## config.mk

```make
export PLATFORM = sky130hd
export DESIGN_NAME = result_tx_streamer_flat
export DESIGN_NICKNAME = d
export VERILOG_FILES = /design/src/rtl/result_tx_streamer_if.sv /design/src/rtl/result_tx_streamer.sv /design/src/flat_wrapper.sv
export SDC_FILE = /design/constraint.sdc
export NUM_CORES = 1
export LEC_CHECK = 0
export BUFFER_PORTS_ARGS = -buffer_cell sky130_fd_sc_hd__buf_2
export CORE_ASPECT_RATIO = 1.75
export CORE_MARGIN = 3
export CORE_UTILIZATION = 50
export CTS_CLUSTER_DIAMETER = 150
export DETAILED_ROUTE_END_ITERATION = 10
export HOLD_SLACK_MARGIN = 0.03
export PLACE_DENSITY = 0.74
export SYNTH_ARGS = -nofsm -noshare
export SYNTH_HDL_FRONTEND = slang
export SYNTH_SLANG_ARGS = --single-unit
```

## constraint.sdc

```tcl
create_clock -name i_clk -period 6.15 [get_ports i_clk]
set_clock_uncertainty 0.2 [all_clocks]
set_input_delay 0 -clock i_clk [delete_from_list [all_inputs] [get_ports i_clk]]
set_output_delay 0 -clock i_clk [all_outputs]
set_load 0.1 [all_outputs]
```

## src/rtl/result_tx_streamer_if.sv

```systemverilog
// Bus between the result streamer, the output result memory and the UART TX path.
// Lane 0 of the read data sits in bits [15:0].
interface result_tx_streamer_if #(
    parameter int unsigned ADDR_W = 16
);
    logic [ADDR_W-1:0] mem_addr;
    logic [63:0]       mem_rd_data;
    logic [7:0]        tx_data;
    logic              tx_en;
    logic              tx_done;

    modport master (
        output mem_addr,
        output tx_data,
        output tx_en,
        input  mem_rd_data,
        input  tx_done
    );

    modport slave (
        input  mem_addr,
        input  tx_data,
        input  tx_en,
        output mem_rd_data,
        output tx_done
    );
endinterface

```

## src/rtl/result_tx_streamer.sv

```systemverilog
// Streams NUM_WORDS 64-bit output-memory words to the UART as 8 bytes each,
// lane 0 first and low byte first, one tx_en pulse per byte gated by tx_done.
module result_tx_streamer #(
    parameter int unsigned NUM_WORDS = 8192,
    parameter int unsigned ADDR_W    = 16
) (
    input  logic                   i_clk,
    input  logic                   i_rst_n,
    input  logic                   i_start,
    result_tx_streamer_if.master   bus,
    output logic                   o_busy,
    output logic                   o_done,
    output logic [31:0]            o_byte_count
);

    typedef enum logic [2:0] {
        S_IDLE,
        S_FETCH,
        S_WAIT_RD,
        S_LATCH,
        S_SEND,
        S_WAIT_TX,
        S_FIN
    } state_t;

    localparam logic [ADDR_W-1:0] LAST_ADDR = ADDR_W'(NUM_WORDS - 1);

    state_t            r_state;
    state_t            w_next;
    logic [ADDR_W-1:0] r_mem_addr;
    logic [63:0]       r_buf;
    logic [2:0]        r_idx;
    logic [2:0]        w_idx_next;
    logic [7:0]        r_tx_data;
    logic              r_tx_en;
    logic              r_busy;
    logic              r_done;
    logic [31:0]       r_byte_count;
    logic              w_last_byte;
    logic              w_last_addr;
    logic              w_accept_done;

    assign w_last_byte   = (r_idx == 3'd7);
    assign w_last_addr   = (r_mem_addr == LAST_ADDR);
    assign w_accept_done = (r_state == S_WAIT_TX) && bus.tx_done;

    always_ff @(posedge i_clk or negedge i_rst_n) begin
        if (!i_rst_n) begin
            r_state <= S_IDLE;
        end else begin
            r_state <= w_next;
        end
    end

    always_comb begin
        w_next     = r_state;
        w_idx_next = r_idx;
        case (r_state)
            S_IDLE: begin
                if (i_start) begin
                    w_next = S_FETCH;
                end
            end
            S_FETCH:   w_next = S_WAIT_RD;
            S_WAIT_RD: begin
                w_next     = S_LATCH;
                w_idx_next = 3'd0;
            end
            S_LATCH:   w_next = S_SEND;
            S_SEND:    w_next = S_WAIT_TX;
            S_WAIT_TX: begin
                if (bus.tx_done) begin
                    if (!w_last_byte) begin
                        w_next     = S_SEND;
                        w_idx_next = r_idx + 3'd1;
                    end else if (!w_last_addr) begin
                        w_next = S_FETCH;
                    end else begin
                        w_next = S_FIN;
                    end
                end
            end
            S_FIN:     w_next = S_IDLE;
            default:   w_next = S_IDLE;
        endcase
    end

    // Outputs are registered from the next state, so tx_en/done/busy line up
    // with the SEND/FIN cycles and tx_data is loaded on SEND entry only.
    always_ff @(posedge i_clk or negedge i_rst_n) begin
        if (!i_rst_n) begin
            r_mem_addr   <= '0;
            r_buf        <= '0;
            r_idx        <= '0;
            r_tx_data    <= '0;
            r_tx_en      <= 1'b0;
            r_busy       <= 1'b0;
            r_done       <= 1'b0;
            r_byte_count <= '0;
        end else begin
            r_idx   <= w_idx_next;
            r_tx_en <= (w_next == S_SEND);
            r_done  <= (w_next == S_FIN);
            r_busy  <= (w_next != S_IDLE);
            if (w_next == S_SEND) begin
                r_tx_data <= r_buf[{w_idx_next, 3'b000} +: 8];
            end
            if (r_state == S_WAIT_RD) begin
                r_buf <= bus.mem_rd_data;
            end
            if ((r_state == S_IDLE) && i_start) begin
                r_mem_addr   <= '0;
                r_byte_count <= '0;
            end
            if (w_accept_done) begin
                r_byte_count <= r_byte_count + 32'd1;
                if (w_last_byte && !w_last_addr) begin
                    r_mem_addr <= r_mem_addr + 1'b1;
                end
            end
        end
    end

    assign bus.mem_addr = r_mem_addr;
    assign bus.tx_data  = r_tx_data;
    assign bus.tx_en    = r_tx_en;
    assign o_busy       = r_busy;
    assign o_done       = r_done;
    assign o_byte_count = r_byte_count;

endmodule

```

## src/flat_wrapper.sv

```systemverilog
// flat-port wrapper written by rule: the top's interface ports become plain ports
module result_tx_streamer_flat 
#(
    parameter int unsigned NUM_WORDS = 8192,
    parameter int unsigned ADDR_W    = 16
)
  (i_clk, i_rst_n, i_start, o_busy, o_done, o_byte_count, bus_mem_addr, bus_tx_data, bus_tx_en, bus_mem_rd_data, bus_tx_done);
  result_tx_streamer_if #(.ADDR_W(ADDR_W)) bus_i ();
  input  logic i_clk;
  input  logic i_rst_n;
  input  logic i_start;
  output logic o_busy;
  output logic o_done;
  output logic [31:0] o_byte_count;
  output wire logic [$bits(bus_i.mem_addr)-1:0] bus_mem_addr;
  output wire logic [$bits(bus_i.tx_data)-1:0] bus_tx_data;
  output wire logic [$bits(bus_i.tx_en)-1:0] bus_tx_en;
  input wire logic [$bits(bus_i.mem_rd_data)-1:0] bus_mem_rd_data;
  input wire logic [$bits(bus_i.tx_done)-1:0] bus_tx_done;
  assign bus_mem_addr = bus_i.mem_addr;
  assign bus_tx_data = bus_i.tx_data;
  assign bus_tx_en = bus_i.tx_en;
  assign bus_i.mem_rd_data = bus_mem_rd_data;
  assign bus_i.tx_done = bus_tx_done;
  result_tx_streamer #(.NUM_WORDS(NUM_WORDS), .ADDR_W(ADDR_W)) u_core (.i_clk(i_clk), .i_rst_n(i_rst_n), .i_start(i_start), .bus(bus_i), .o_busy(o_busy), .o_done(o_done), .o_byte_count(o_byte_count));
endmodule
```

==> Yosys cells after proc, flatten, opt, wreduce, memory -nomap -nowiden <==
Cells that the tools add are included.
{ "totals": {"word_cells": 42, "register_bits": 129, "input_bits": 68, "out_inout_bits": 59} }
{ "classes": {"n_reduce_logical": 7, "shift": 1, "n_eq_ne": 9, "add_sub_neg": 3, "n_mux": 13} }
{ "ops": {"columns": ["op", "n"], "rows": [
  ["2-to-1 mux 32 bit", 2],
  ["variable part select 64 x 7 -> 8 bit", 1],
  ["2-to-1 mux 16 bit", 3],
  ["adder 32 x 1 -> 32 bit (second input constant)", 1],
  ["2-to-1 mux 3 bit", 6],
  ["one-hot mux 3 bit (6 select lines)", 1],
  ["adder 16 x 1 -> 16 bit (second input constant)", 1],
  ["== test 16 x 13 -> 1 bit (second input constant)", 1],
  ["== test 3 bit (second input constant)", 5],
  ["== test 3 x 2 -> 1 bit (second input constant)", 2],
  ["one-hot mux 3 bit (2 select lines)", 1],
  ["adder 3 x 1 -> 3 bit (second input constant)", 1],
  ["== test 3 x 1 -> 1 bit (second input constant)", 1],
  ["logical AND 1 bit", 3],
  ["logical NOT 3 bit", 1],
  ["nonzero test 3 bit", 1],
  ["nonzero test 2 bit", 1],
  ["logical NOT 1 bit", 1]
]} }

==> Longest topological paths before layout <==
{ "depth": {"ltp_word": 6, "ltp_mapped": 10} }

==> Least setup slack after synthesis <==
No wires, ideal clock.
{ "synth_path": {"kind": "register -> register", "from": "reg u_core.r_byte_count[6], in the netlist u_core.o_byte_count[6]", "to": "reg u_core.r_byte_count[31], in the netlist u_core.o_byte_count[31]", "path_stages_with_launch": 8, "path_slack_ns": 2.956, "required_ns": 5.797, "arrival_time_ns": 2.842, "path_buffers": 1, "path_cell_list": "dfrtp_1 nand4_1 or3_1 or4_1 buf_2 or4_4 nand3_2 o21ai_2"} }
{ "synth_between": {"elab_chain_len": 2} }
{ "synth_rtl": {"columns": ["item", "line_no", "source"], "rows": [
  ["from (decl)", "result_tx_streamer.sv:38", "logic [31:0] r_byte_count;"],
  ["from (signal assigned)", "result_tx_streamer.sv:116", "r_byte_count <= r_byte_count + 32'd1;"],
  ["adder 32 x 1 -> 32 bit", "result_tx_streamer.sv:116", null],
  ["2-to-1 mux 32 bit", "result_tx_streamer.sv:115", "if (w_accept_done) begin"]
]} }
No other way between the ends.
A chain may end at the register's enable or synchronous reset.

==> Worst setup path after layout <==
{ "layout_path": {"from": "reg u_core.r_idx[0]", "to": "reg u_core.r_tx_data[6], in the netlist u_core.bus.tx_data[6]"} }
{ "layout_between": {"elab_chain_len": 5, "elab_cells_between_ends": 10, "classes_between": "1 x add/sub; 2 x eq/ne; 1 x shift; 6 x mux"} }
{ "layout_rtl": {"columns": ["item", "line_no", "source"], "rows": [
  ["from (decl)", "result_tx_streamer.sv:32", "logic [2:0] r_idx;"],
  ["from (signal assigned)", "result_tx_streamer.sv:101", "r_idx <= w_idx_next;"],
  ["adder 3 x 1 -> 3 bit or == test 3 bit (tied branches)", "result_tx_streamer.sv:75, result_tx_streamer.sv:43", null],
  ["2-to-1 mux 3 bit", "result_tx_streamer.sv:73", "if (!w_last_byte) begin"],
  ["2-to-1 mux 3 bit", "result_tx_streamer.sv:72", "if (bus.tx_done) begin"],
  ["one-hot mux 3 bit (2 select lines) or one-hot mux 3 bit (6 select lines) (tied branches)", "result_tx_streamer.sv:58", "case (r_state)"],
  ["variable part select 64 x 7 -> 8 bit or == test 3 bit (tied branches)", "result_tx_streamer.sv:106, result_tx_streamer.sv:105", null],
  ["to (signal assigned)", "result_tx_streamer.sv:106", "r_tx_data <= r_buf[{w_idx_next, 3'b000} +: 8];"],
  ["to (decl)", "result_tx_streamer.sv:34", "logic [7:0] r_tx_data;"]
]} }
Several ways; a longest one is shown, not always the timed one.

==> impl_metrics.env <==
export IMPL_outcome="finished clean"
export IMPL_synth_edf_count=0
export IMPL_clk_latency_ps=400
export IMPL_power_leakage_uw=0.003866
export IMPL_drtIter0Drc=219
export IMPL_nFillCells=894
export IMPL_area_delta_synth_final_pct=32.47
export IMPL_final_max_slew_viol_count=0
export IMPL_yosys_warnings=0
export IMPL_coreArea_um2=12140
export IMPL_cts_tree="yes"
export IMPL_slew_headroom_pct=23.04
export IMPL_dieHeight_um=154.4
export IMPL_first_pass_iters=4
export IMPL_path_clk_slew_ps=60
export IMPL_cp_arrival_ps=3950
export IMPL_slowest_stage="dfrtp_1"
export IMPL_endpoint_kind="flip-flop"
export IMPL_grt_overflow=0
export IMPL_tns_ps=0
export IMPL_synth_cells=577
export IMPL_yosysTopAreaCellShare_pct=51.29
export IMPL_power_density_nw_per_um2=462.8
export IMPL_clock_tree_root_cell="clkbuf_16"
export IMPL_gp_congestion=0.8567
export IMPL_portBuffers=126
export IMPL_syn_avg_cell_area_um2=10.91
export IMPL_crit_family="compound AO/OA/AOI/OAI gates"
export IMPL_ys_flop_type="dfrtp_1"
export IMPL_drc_errors=0
export IMPL_vias=5440
export IMPL_critical_path_max_stage_delay_ps=1010
export IMPL_initial_utilization_pct=51.86
export IMPL_dieWidth_um=90.81
export IMPL_antenna_found_initial=0
export IMPL_synth_most_common_cell="dfrtp_1"
export IMPL_multi_input_area_um2=2894
export IMPL_layout_drive_gt1_share_pct=31.22
export IMPL_crit_buf_inv=0
export IMPL_startpoint_type="flip-flop"
export IMPL_synth_fp_nets=648
export IMPL_n_antenna_cell=0
export IMPL_synth_area_top_cells="dfrtp_1 51%, mux2_2 12%, nand2_1 4.4%, mux2i_1 4.1%, and3_1 2.1%"
export IMPL_reg2reg_slack_ps=2330
export IMPL_netlist_top_cells_count="129 x dfrtp_1, 73 x nand2_1, 65 x mux2_2, 26 x mux2i_1"
export IMPL_cts_resized=0
export IMPL_cts_sinks=129
export IMPL_synth_seq_cells=129
export IMPL_ios=127
export IMPL_grt_pass1_vias=5783
export IMPL_row_count=53
export IMPL_finalCriticalPeriod_ps=3822
export IMPL_grtUsageMet1_pct=25.86
export IMPL_met3_usage_pct=6.472
export IMPL_grt_use_met2_pct=47.75
export IMPL_layout_nets=830
export IMPL_worstMarginPinSlew_ps=1154
export IMPL_post_cts_setup_buffers=0
export IMPL_grt_first_pass_wirelength_um=28330
export IMPL_yosys_area_top_type="dfrtp_1"
export IMPL_via_per_inst=5.806
export IMPL_cts_max_level=4
export IMPL_hold_violations=0
export IMPL_synth_distinct_cells=55
export IMPL_postSynth_asyncResetShare_pct=100.0
export IMPL_crit_chain="ha_1, nand2_1, a21oi_1, a2111oi_0, a2111o_1, o211ai_1"
export IMPL_timing_rr_start="u_core.r_idx[0]$_DFF_PN0_"
export IMPL_fin_cells=937
export IMPL_fin_crit_sh_pct=62.14
export IMPL_syn_cell_area_um2=6294
export IMPL_worstRegToRegCells=6
export IMPL_clk_path_buf_depth=2
export IMPL_critPathRequiredTime_ps=6280
export IMPL_wl_per_cell_um=18.61
export IMPL_vdd_drop_max_mv=0.3622
export IMPL_cap_viol_max_count=0
export IMPL_r2r_end="u_core.bus.tx_data[6]$_DFFE_PN0N_"
export IMPL_path_class="reg2reg"
export IMPL_routed_wl_um=17440
export IMPL_grt_max_degree=68
export IMPL_regArea_um2=3228
export IMPL_dieArea_um2=14020
export IMPL_yosysSeqAreaShare_pct=51.29
export IMPL_dp_cells=838
export IMPL_fmax_ghz=0.2617
export IMPL_rsz0062_at_grt="no"
export IMPL_cts_made_buffers=17
export IMPL_ant_nets=0
export IMPL_holdCritPathClass="in2async"
export IMPL_busiest_layer="met2"
export IMPL_post_dp_hpwl_um=11560
export IMPL_grt_usage_pct=25.41
export IMPL_crit_fanout=34
export IMPL_finalSetupViolCount=0
layout make-up:
class | count | share of cell area [%]
Clock buffer | 17 | 5.103
Clock inverter | 15 | 2.491
Inverter | 11 | 0.4953
Multi-Input combinational cell | 403 | 34.71
Sequential cell | 129 | 38.72
Tap cell | 165 | 2.476
Timing Repair Buffer | 197 | 16.00
sequential cells by signal, indices dropped and copies added (netlist names):
register,flops
u_core.bus.tx_data,8
u_core.r_state,3
u_core.bus.tx_en,1
u_core.o_byte_count,32
u_core.o_done,1
u_core.r_buf,64
u_core.bus.mem_addr,16
u_core.o_busy,1
u_core.r_idx,3
cell usage in the layout (no fill, tap or decap), types with 5 or more instances in the layout:
| master | synthesis | routed |
|---|---|---|
| a211o_1 | 6 | 6 |
| a211oi_1 | 14 | 14 |
| a21oi_1 | 10 | 10 |
| a311o_1 | 12 | 12 |
| and3_1 | 21 | 21 |
| buf_2 | 9 | 125 |
| buf_4 | 0 | 5 |
| clkbuf_16 | 0 | 17 |
| clkinv_4 | 0 | 5 |
| dfrtp_1 | 129 | 129 |
| dlygate4sd3_1 | 0 | 67 |
| inv_1 | 10 | 10 |
| mux2_2 | 65 | 65 |
| mux2i_1 | 26 | 25 |
| nand2_1 | 73 | 73 |
| nand3_1 | 21 | 21 |
| nand4_1 | 13 | 13 |
| nor2_1 | 20 | 20 |
| nor3_1 | 6 | 6 |
| o211ai_1 | 14 | 14 |
| o21ai_0 | 25 | 25 |
| o22ai_1 | 6 | 6 |
| o31ai_1 | 14 | 14 |
| or3_1 | 5 | 5 |
| xor2_1 | 5 | 5 |
cell families (layout without fill, tap and decap cells):
group           Yosys count  count (layout)  synth area share, %
mux                      91              91                15.77
flops                   129             129                51.29
xor+xnor                  6               6               0.8350
compound gates          120             120                13.74
fa+ha+maj                 3               3               0.5965
buf+inv                  45             240                2.863
simple gates            183             183                14.91
layer usage:
metal	part of all wire [%]	vias to the layer above
li1	-	2508
met1	35	2682
met2	56	201
met3	4.8	49
met4	4.4	0
met5	0	-
how the worst max path moves through the flow:
stage | depth (start not counted) | slack, ps | end | startpoint
after floorplan | 7 | 2960 | u_core.o_byte_count[31]$_DFFE_PN0P_ | u_core.o_byte_count[6]$_DFFE_PN0P_
after global placement | 6 | 2640 | u_core.bus.tx_data[6]$_DFFE_PN0N_ | u_core.r_idx[0]$_DFF_PN0_
after detailed placement | 6 | 2420 | u_core.bus.tx_data[6]$_DFFE_PN0N_ | u_core.r_idx[0]$_DFF_PN0_
after CTS | 6 | 2400 | u_core.bus.tx_data[6]$_DFFE_PN0N_ | u_core.r_idx[0]$_DFF_PN0_
after global routing | 6 | 1990 | u_core.bus.tx_data[6]$_DFFE_PN0N_ | u_core.r_idx[0]$_DFF_PN0_
final | 6 | 2330 | u_core.bus.tx_data[6]$_DFFE_PN0N_ | u_core.r_idx[0]$_DFF_PN0_
where the power goes:
part | internal (uW) | total, uW | switching [uW]
Clock | 684 | 1070 | 387
Sequential | 1130 | 1400 | 275
Combinational | 577 | 1380 | 807
stage by stage:
step / power (uW) / instance area (um2) / setup WS [ps] / hold slack, ps / utilization, %
2_1_floorplan: 2389 / 6294 / 2956 / -495.6 / -
3_3_place_gp: 2674 / 7033 / 2638 / -69.79 / 57.95
3_5_place_dp: 2731 / 7033 / 2421 / -60.64 / 57.95
4_1_cts: 3849 / 8337 / 2405 / 52.00 / 68.70
5_1_grt: 4047 / 8337 / 1988 / 89.06 / 68.70
6_report: 3858 / 8337 / 2329 / 8.760 / 68.70
what timing repair did:
item                                    in CTS  in global routing
hold buffers                                67                  0
endpoints found under the hold margin      143                  0
endpoints found under the setup margin       0                  0
No activity file was read; power rests on OpenSTA's default activity.
